--- config.mk ---
export PLATFORM = sky130hd
export DESIGN_NAME = hssaer_tx_feeder_flat
export DESIGN_NICKNAME = d
export VERILOG_FILES = /design/src/rtl/hssaer_tx_feeder_if.sv /design/src/rtl/hssaer_tx_feeder.sv /design/src/flat_wrapper.sv
export SDC_FILE = /design/constraint.sdc
export NUM_CORES = 1
export LEC_CHECK = 0
export ABC_AREA = 1
export CAP_MARGIN = 25
export CELL_PAD_IN_SITES_DETAIL_PLACEMENT = 0
export CELL_PAD_IN_SITES_GLOBAL_PLACEMENT = 1
export CORE_ASPECT_RATIO = 0.6
export CORE_MARGIN = 4
export CORE_UTILIZATION = 41
export CTS_BUF_LIST = sky130_fd_sc_hd__clkbuf_8
export CTS_CLUSTER_DIAMETER = 200
export DETAILED_ROUTE_END_ITERATION = 8
export PLACE_DENSITY = 0.84
export SYNTH_ARGS = -nofsm -noshare
export SYNTH_HDL_FRONTEND = slang
export SYNTH_SLANG_ARGS = --single-unit
--- constraint.sdc ---
create_clock -name clk -period 4 [get_ports clk]
set_clock_uncertainty 0.2 [all_clocks]
set_input_delay 0.6 -clock clk [delete_from_list [all_inputs] [get_ports clk]]
set_output_delay 0.6 -clock clk [all_outputs]
set_load 0.1 [all_outputs]
--- src/rtl/hssaer_tx_feeder_if.sv ---
// rtl/hssaer_tx_feeder_if.sv - upstream event stream plus transmitter ae/src_rdy/dst_rdy handshake
interface hssaer_tx_feeder_if #(
    parameter int int_dsize = 24
) ();
    logic [int_dsize-1:0] in_data;
    logic                 in_valid;
    logic                 in_ready;
    logic [int_dsize-1:0] ae;
    logic                 src_rdy;
    logic                 dst_rdy;

    modport master (
        output in_data, in_valid, dst_rdy,
        input  in_ready, ae, src_rdy
    );

    modport slave (
        input  in_data, in_valid, dst_rdy,
        output in_ready, ae, src_rdy
    );
endinterface

--- src/rtl/hssaer_tx_feeder.sv ---
// rtl/hssaer_tx_feeder.sv - mask/match filter, event FIFO, output register and keep-alive for the HSSAER TX wrapper
module hssaer_tx_feeder #(
    parameter int int_dsize   = 24,
    parameter int fifo_awidth = 2,
    parameter int ka_width    = 16
) (
    input  logic                 clk,
    input  logic                 nrst,
    input  logic                 cfg_en,
    input  logic [int_dsize-1:0] cfg_mask,
    input  logic [int_dsize-1:0] cfg_match,
    input  logic [ka_width-1:0]  cfg_ka_period,
    input  logic                 run,
    output logic                 keep_alive,
    output logic [15:0]          sent_cnt,
    output logic [15:0]          drop_cnt,
    hssaer_tx_feeder_if.slave    bus
);
    localparam int depth = 1 << fifo_awidth;
    localparam logic [fifo_awidth:0] depth_c = (fifo_awidth + 1)'(depth);

    typedef enum logic {
        IDLE,
        PRESENT
    } state_t;

    logic [int_dsize-1:0]   mem [depth];
    logic [fifo_awidth-1:0] wr_ptr;
    logic [fifo_awidth-1:0] rd_ptr;
    logic [fifo_awidth:0]   count;
    logic                   nrst_q;
    state_t                 state;
    logic [int_dsize-1:0]   ae_q;
    logic                   src_rdy_q;
    logic [ka_width-1:0]    ka_cnt;

    logic full;
    logic empty;
    logic in_fire;
    logic pass;
    logic wr_en;
    logic drop_en;
    logic xfer;
    logic rd_en;
    logic ka_clr;
    logic ka_hit;

    // nrst_q keeps in_ready low through reset and for the release edge itself
    assign full     = (count == depth_c);
    assign empty    = (count == '0);
    assign bus.in_ready = nrst_q & cfg_en & ~full;
    assign in_fire  = bus.in_valid & bus.in_ready;
    assign pass     = ((bus.in_data & cfg_mask) == cfg_match);
    assign wr_en    = in_fire & pass;
    assign drop_en  = in_fire & ~pass;
    assign xfer     = src_rdy_q & bus.dst_rdy;
    assign rd_en    = ~empty & run & ((state == IDLE) | xfer);
    assign ka_clr   = xfer | src_rdy_q | rd_en | ~run | (cfg_ka_period == '0);
    assign ka_hit   = (ka_cnt == cfg_ka_period - ka_width'(1));

    assign bus.ae      = ae_q;
    assign bus.src_rdy = src_rdy_q;

    always_ff @(posedge clk) begin
        if (wr_en) begin
            mem[wr_ptr] <= bus.in_data;
        end
    end

    always_ff @(posedge clk) begin
        if (!nrst) begin
            nrst_q     <= 1'b0;
            wr_ptr     <= '0;
            rd_ptr     <= '0;
            count      <= '0;
            state      <= IDLE;
            ae_q       <= '0;
            src_rdy_q  <= 1'b0;
            ka_cnt     <= '0;
            keep_alive <= 1'b0;
            sent_cnt   <= '0;
            drop_cnt   <= '0;
        end else begin
            nrst_q <= 1'b1;

            if (wr_en) begin
                wr_ptr <= wr_ptr + fifo_awidth'(1);
            end
            if (rd_en) begin
                rd_ptr <= rd_ptr + fifo_awidth'(1);
            end
            case ({wr_en, rd_en})
                2'b10:   count <= count + (fifo_awidth + 1)'(1);
                2'b01:   count <= count - (fifo_awidth + 1)'(1);
                default: count <= count;
            endcase

            // once presented, ae/src_rdy only move on a completed transfer
            case (state)
                IDLE: begin
                    if (rd_en) begin
                        ae_q      <= mem[rd_ptr];
                        src_rdy_q <= 1'b1;
                        state     <= PRESENT;
                    end
                end
                PRESENT: begin
                    if (xfer) begin
                        if (rd_en) begin
                            ae_q <= mem[rd_ptr];
                        end else begin
                            src_rdy_q <= 1'b0;
                            state     <= IDLE;
                        end
                    end
                end
                default: state <= IDLE;
            endcase

            if (xfer && sent_cnt != 16'hFFFF) begin
                sent_cnt <= sent_cnt + 16'd1;
            end
            if (drop_en && drop_cnt != 16'hFFFF) begin
                drop_cnt <= drop_cnt + 16'd1;
            end

            // a load edge also clears, so a pulse can never coincide with src_rdy rising
            if (ka_clr) begin
                ka_cnt     <= '0;
                keep_alive <= 1'b0;
            end else if (ka_hit) begin
                ka_cnt     <= '0;
                keep_alive <= 1'b1;
            end else begin
                ka_cnt     <= ka_cnt + ka_width'(1);
                keep_alive <= 1'b0;
            end
        end
    end
endmodule

--- src/flat_wrapper.sv ---
// flat-port wrapper written by rule: the top's interface ports become plain ports
module hssaer_tx_feeder_flat 
#(
    parameter int int_dsize   = 24,
    parameter int fifo_awidth = 2,
    parameter int ka_width    = 16
)
  (clk, nrst, cfg_en, cfg_mask, cfg_match, cfg_ka_period, run, keep_alive, sent_cnt, drop_cnt, bus_in_data, bus_in_valid, bus_dst_rdy, bus_in_ready, bus_ae, bus_src_rdy);
  hssaer_tx_feeder_if #(.int_dsize(int_dsize)) bus_i ();
  input  logic clk;
  input  logic nrst;
  input  logic cfg_en;
  input  logic [int_dsize-1:0] cfg_mask;
  input  logic [int_dsize-1:0] cfg_match;
  input  logic [ka_width-1:0] cfg_ka_period;
  input  logic run;
  output logic keep_alive;
  output logic [15:0] sent_cnt;
  output logic [15:0] drop_cnt;
  input wire logic [$bits(bus_i.in_data)-1:0] bus_in_data;
  input wire logic [$bits(bus_i.in_valid)-1:0] bus_in_valid;
  input wire logic [$bits(bus_i.dst_rdy)-1:0] bus_dst_rdy;
  output wire logic [$bits(bus_i.in_ready)-1:0] bus_in_ready;
  output wire logic [$bits(bus_i.ae)-1:0] bus_ae;
  output wire logic [$bits(bus_i.src_rdy)-1:0] bus_src_rdy;
  assign bus_i.in_data = bus_in_data;
  assign bus_i.in_valid = bus_in_valid;
  assign bus_i.dst_rdy = bus_dst_rdy;
  assign bus_in_ready = bus_i.in_ready;
  assign bus_ae = bus_i.ae;
  assign bus_src_rdy = bus_i.src_rdy;
  hssaer_tx_feeder #(.int_dsize(int_dsize), .fifo_awidth(fifo_awidth), .ka_width(ka_width)) u_core (.clk(clk), .nrst(nrst), .cfg_en(cfg_en), .cfg_mask(cfg_mask), .cfg_match(cfg_match), .cfg_ka_period(cfg_ka_period), .run(run), .keep_alive(keep_alive), .sent_cnt(sent_cnt), .drop_cnt(drop_cnt), .bus(bus_i));
endmodule
==> flow_summary.json <==
{
  "clkTransAtPathRegs_ns": 0.09,
  "synth_area_sq_mm": 0.00852,
  "clock-root-buffer": "clkbuf_8",
  "status": "finished, final reports clean",
  "avgSynthCellArea_sq_um": 8.77,
  "postRouteAntennaNets": 0,
  "power_frac_seq_pct": 50.2,
  "path_delay_family": "buffers and inverters",
  "grt_pass1_wl_mm": 34.2,
  "r2r-end": "u_core.count[2]$_SDFFE_PN0P_",
  "hpwlAfterDp_mm": 14.4,
  "ctsHoldBuffers": 0,
  "n_antenna_cell": 0,
  "syn_nets": 1075,
  "synth_flop_cell": "edfxtp_1",
  "switching_power_mw": 1.25,
  "hp-start": "u_core.rd_ptr[1]$_SDFFE_PN0P_",
  "syn_inst": 971,
  "startpoint_type": "flop",
  "ys_types": 41,
  "setup_violations": 0,
  "cts_sinks": 181,
  "drc": 0,
  "cts_tree": "yes",
  "fmax_ghz": 0.338,
  "cp.depth": 1,
  "synth_edf_count": 96,
  "drt_wl_total_mm": 20.7,
  "grt_max_degree": 50,
  "cts_made_buffers": 17,
  "final.period_utilization_pct": 73.9,
  "dr_total_vias": 6803,
  "first_global_vias": 6507,
  "cp_max_fo": 7,
  "r2r_start": "u_core.count[1]$_SDFFE_PN0P_",
  "fp.dieH_um": 120,
  "worstSkewPairLatency_ns": 0.47,
  "hold_viol": 0,
  "htree_levels": 4,
  "maxSlewViolCount": 0,
  "yosysSeqAreaShare_pct": 53.8,
  "design.core.area_sq_mm": 0.0202,
  "worstPathCellList": "clkdlybuf4s50_1",
  "fin_tns_setup_ns": 0,
  "drive_gt1_share_pct": 6.44,
  "layout_common_cells": "nor2_1, nand2_1, clkdlybuf4s50_1",
  "p_sw_share_pct": 30.8,
  "avgViaCountPerCell": 4.84,
  "hp-class": "flop to flop",
  "clockBufferDepth": 2,
  "antenna_found_initial": 0,
  "dieArea_sq_mm": 0.0232,
  "cts_setup_buffers": 0,
  "nets": 1225,
  "yosysWarnings": 0,
  "wl_per_cell_um": 14.7,
  "total_power_mw": 4.05,
  "numPortBuffers": 152,
  "post-route-util_pct": 53.0,
  "whs_path_depth": 2,
  "grt_use_total_pct": 18.2,
  "worst_ep_arrival_time_ns": 2.15,
  "cp_slowest_cell": "clkdlybuf4s50_1",
  "rrSetupSlack_ns": 1.57,
  "power_leakage_nw": 3.75,
  "io_pins": 153,
  "maxSlewHeadroom_pct": 30.7,
  "period_needed_ns": 2.95,
  "reg2regPathDepth": 13,
  "p_int_mw": 2.80,
  "worstPathRequired_ns": 3.20,
  "start_util_pct": 42.1,
  "rsz0062_at_grt": "false",
  "max_cap_violations": 0,
  "gp_congestion": 0.872,
  "crit_buf_inv": 1,
  "power_density_mw_per_mm2": 377,
  "first_pass_iters": 4,
  "mostFrequentLayoutCell": "nor2_1",
  "drt_iter0_drc": 440,
  "tightest_slew_ns": 1.04,
  "p_comb_share_pct": 19.3,
  "fp.dieW_um": 194,
  "num_rows": 40,
  "ctsResizeCount": 0,
  "critPathCaptureType": "output port",
  "critPathMaxStageDelay_ns": 1.21,
  "synthToLayoutAreaGrowth_pct": 25.9,
  "synth_async_sr_flop_share_pct": 0,
  "overflow": 0,
  "ys_seq_elements": 181,
  "peakVddDrop_v": 0.000229,
  "path_class": "flop to output port",
  "power_frac_clock_pct": 30.5
}
## cells in the mapped netlist, drive strengths merged, types with 3 or more instances
library cell,number,area share (%)
clkbuf,25,1.1
edfxtp,96,34
dfxtp,85,20
inv,75,3.3
o32ai,24,2.5
ha,9,1.3
nand3,56,3.3
nor2,218,10
nand4,8,0.66
a31oi,3,0.47
nand2,167,7.7
xnor2,36,3.7
a21oi,36,2.1
nor3,17,1.1
buf,8,0.62
o21ai,65,3.8
xor2,33,3.4
## how the worst max path moves through the flow
stage                                          from                      endpoint  slack, ns
finish              u_core.drop_cnt[2]$_SDFFE_PN0P_                   drop_cnt[2]       1.05
floorplan                                    cfg_en    u_core.mem[0][0]$_DFFE_PP_       0.03
global route                        bus_in_data[21]  u_core.count[2]$_SDFFE_PN0P_       0.79
global placement                    bus_in_data[14]  u_core.count[2]$_SDFFE_PN0P_       0.69
CTS                 u_core.drop_cnt[2]$_SDFFE_PN0P_                   drop_cnt[2]       1.02
detailed placement                  bus_in_data[15]  u_core.count[2]$_SDFFE_PN0P_       0.68
## cells by family after synthesis
kind of cell / synth area share [%]
compound gates: 9.14
xor+xnor: 7.10
fa+ha+maj: 1.56
buf+inv: 5.08
flops: 53.8
simple gates: 23.3
## final cells by class
cell class,instances,area [sq um]
repair buffers,164,1610
clock inverters,12,116
well taps,273,342
clock buffers,20,275
fillers,1900,9500
multi-input cells,681,3510
flip-flops and latches,181,4590
inverters,76,285
## power groups by stage
stage	logic [mW]	registers, mW	clock network (mW)
6_report	0.781	2.03	1.24
5_1_grt	0.841	2.04	1.36
4_1_cts	0.787	2.03	1.29
3_5_place_dp	0.785	2.07	0
3_3_place_gp	0.782	2.07	0
2_1_floorplan	0.254	2.34	0
## sequential cells by signal, summed over array words and instances, names as in the netlist, named ones only
name and count:
u_core.mem 96, u_core.bus.ae 24, u_core.drop_cnt 16, u_core.ka_cnt 16, u_core.sent_cnt 16, u_core.count 3, u_core.rd_ptr 2, u_core.wr_ptr 2
u_core.bus.src_rdy 1, u_core.keep_alive 1, u_core.nrst_q 1, u_core.state 1
## metal layers
layer  part of all wire, %  track usage (%)
met3                   6.1             4.97
met4                  0.77             3.95
met2                    40             25.3
met1                    53             28.2
met5                     0                0
## stage by stage
step | hold WS [ns] | worst slack [ns] | instances | cell area [sq um]
after floorplan | 0.236 | 0.0338 | 971 | 8520
after global placement | 0.243 | 0.693 | 1375 | 10300
after detailed placement | 0.251 | 0.676 | 1375 | 10300
after CTS | 0.265 | 1.02 | 1407 | 10700
after global routing | 0.316 | 0.788 | 1407 | 10700
final | 0.274 | 1.05 | 1407 | 10700
Note: power is estimated with default switching activity, not from simulation.
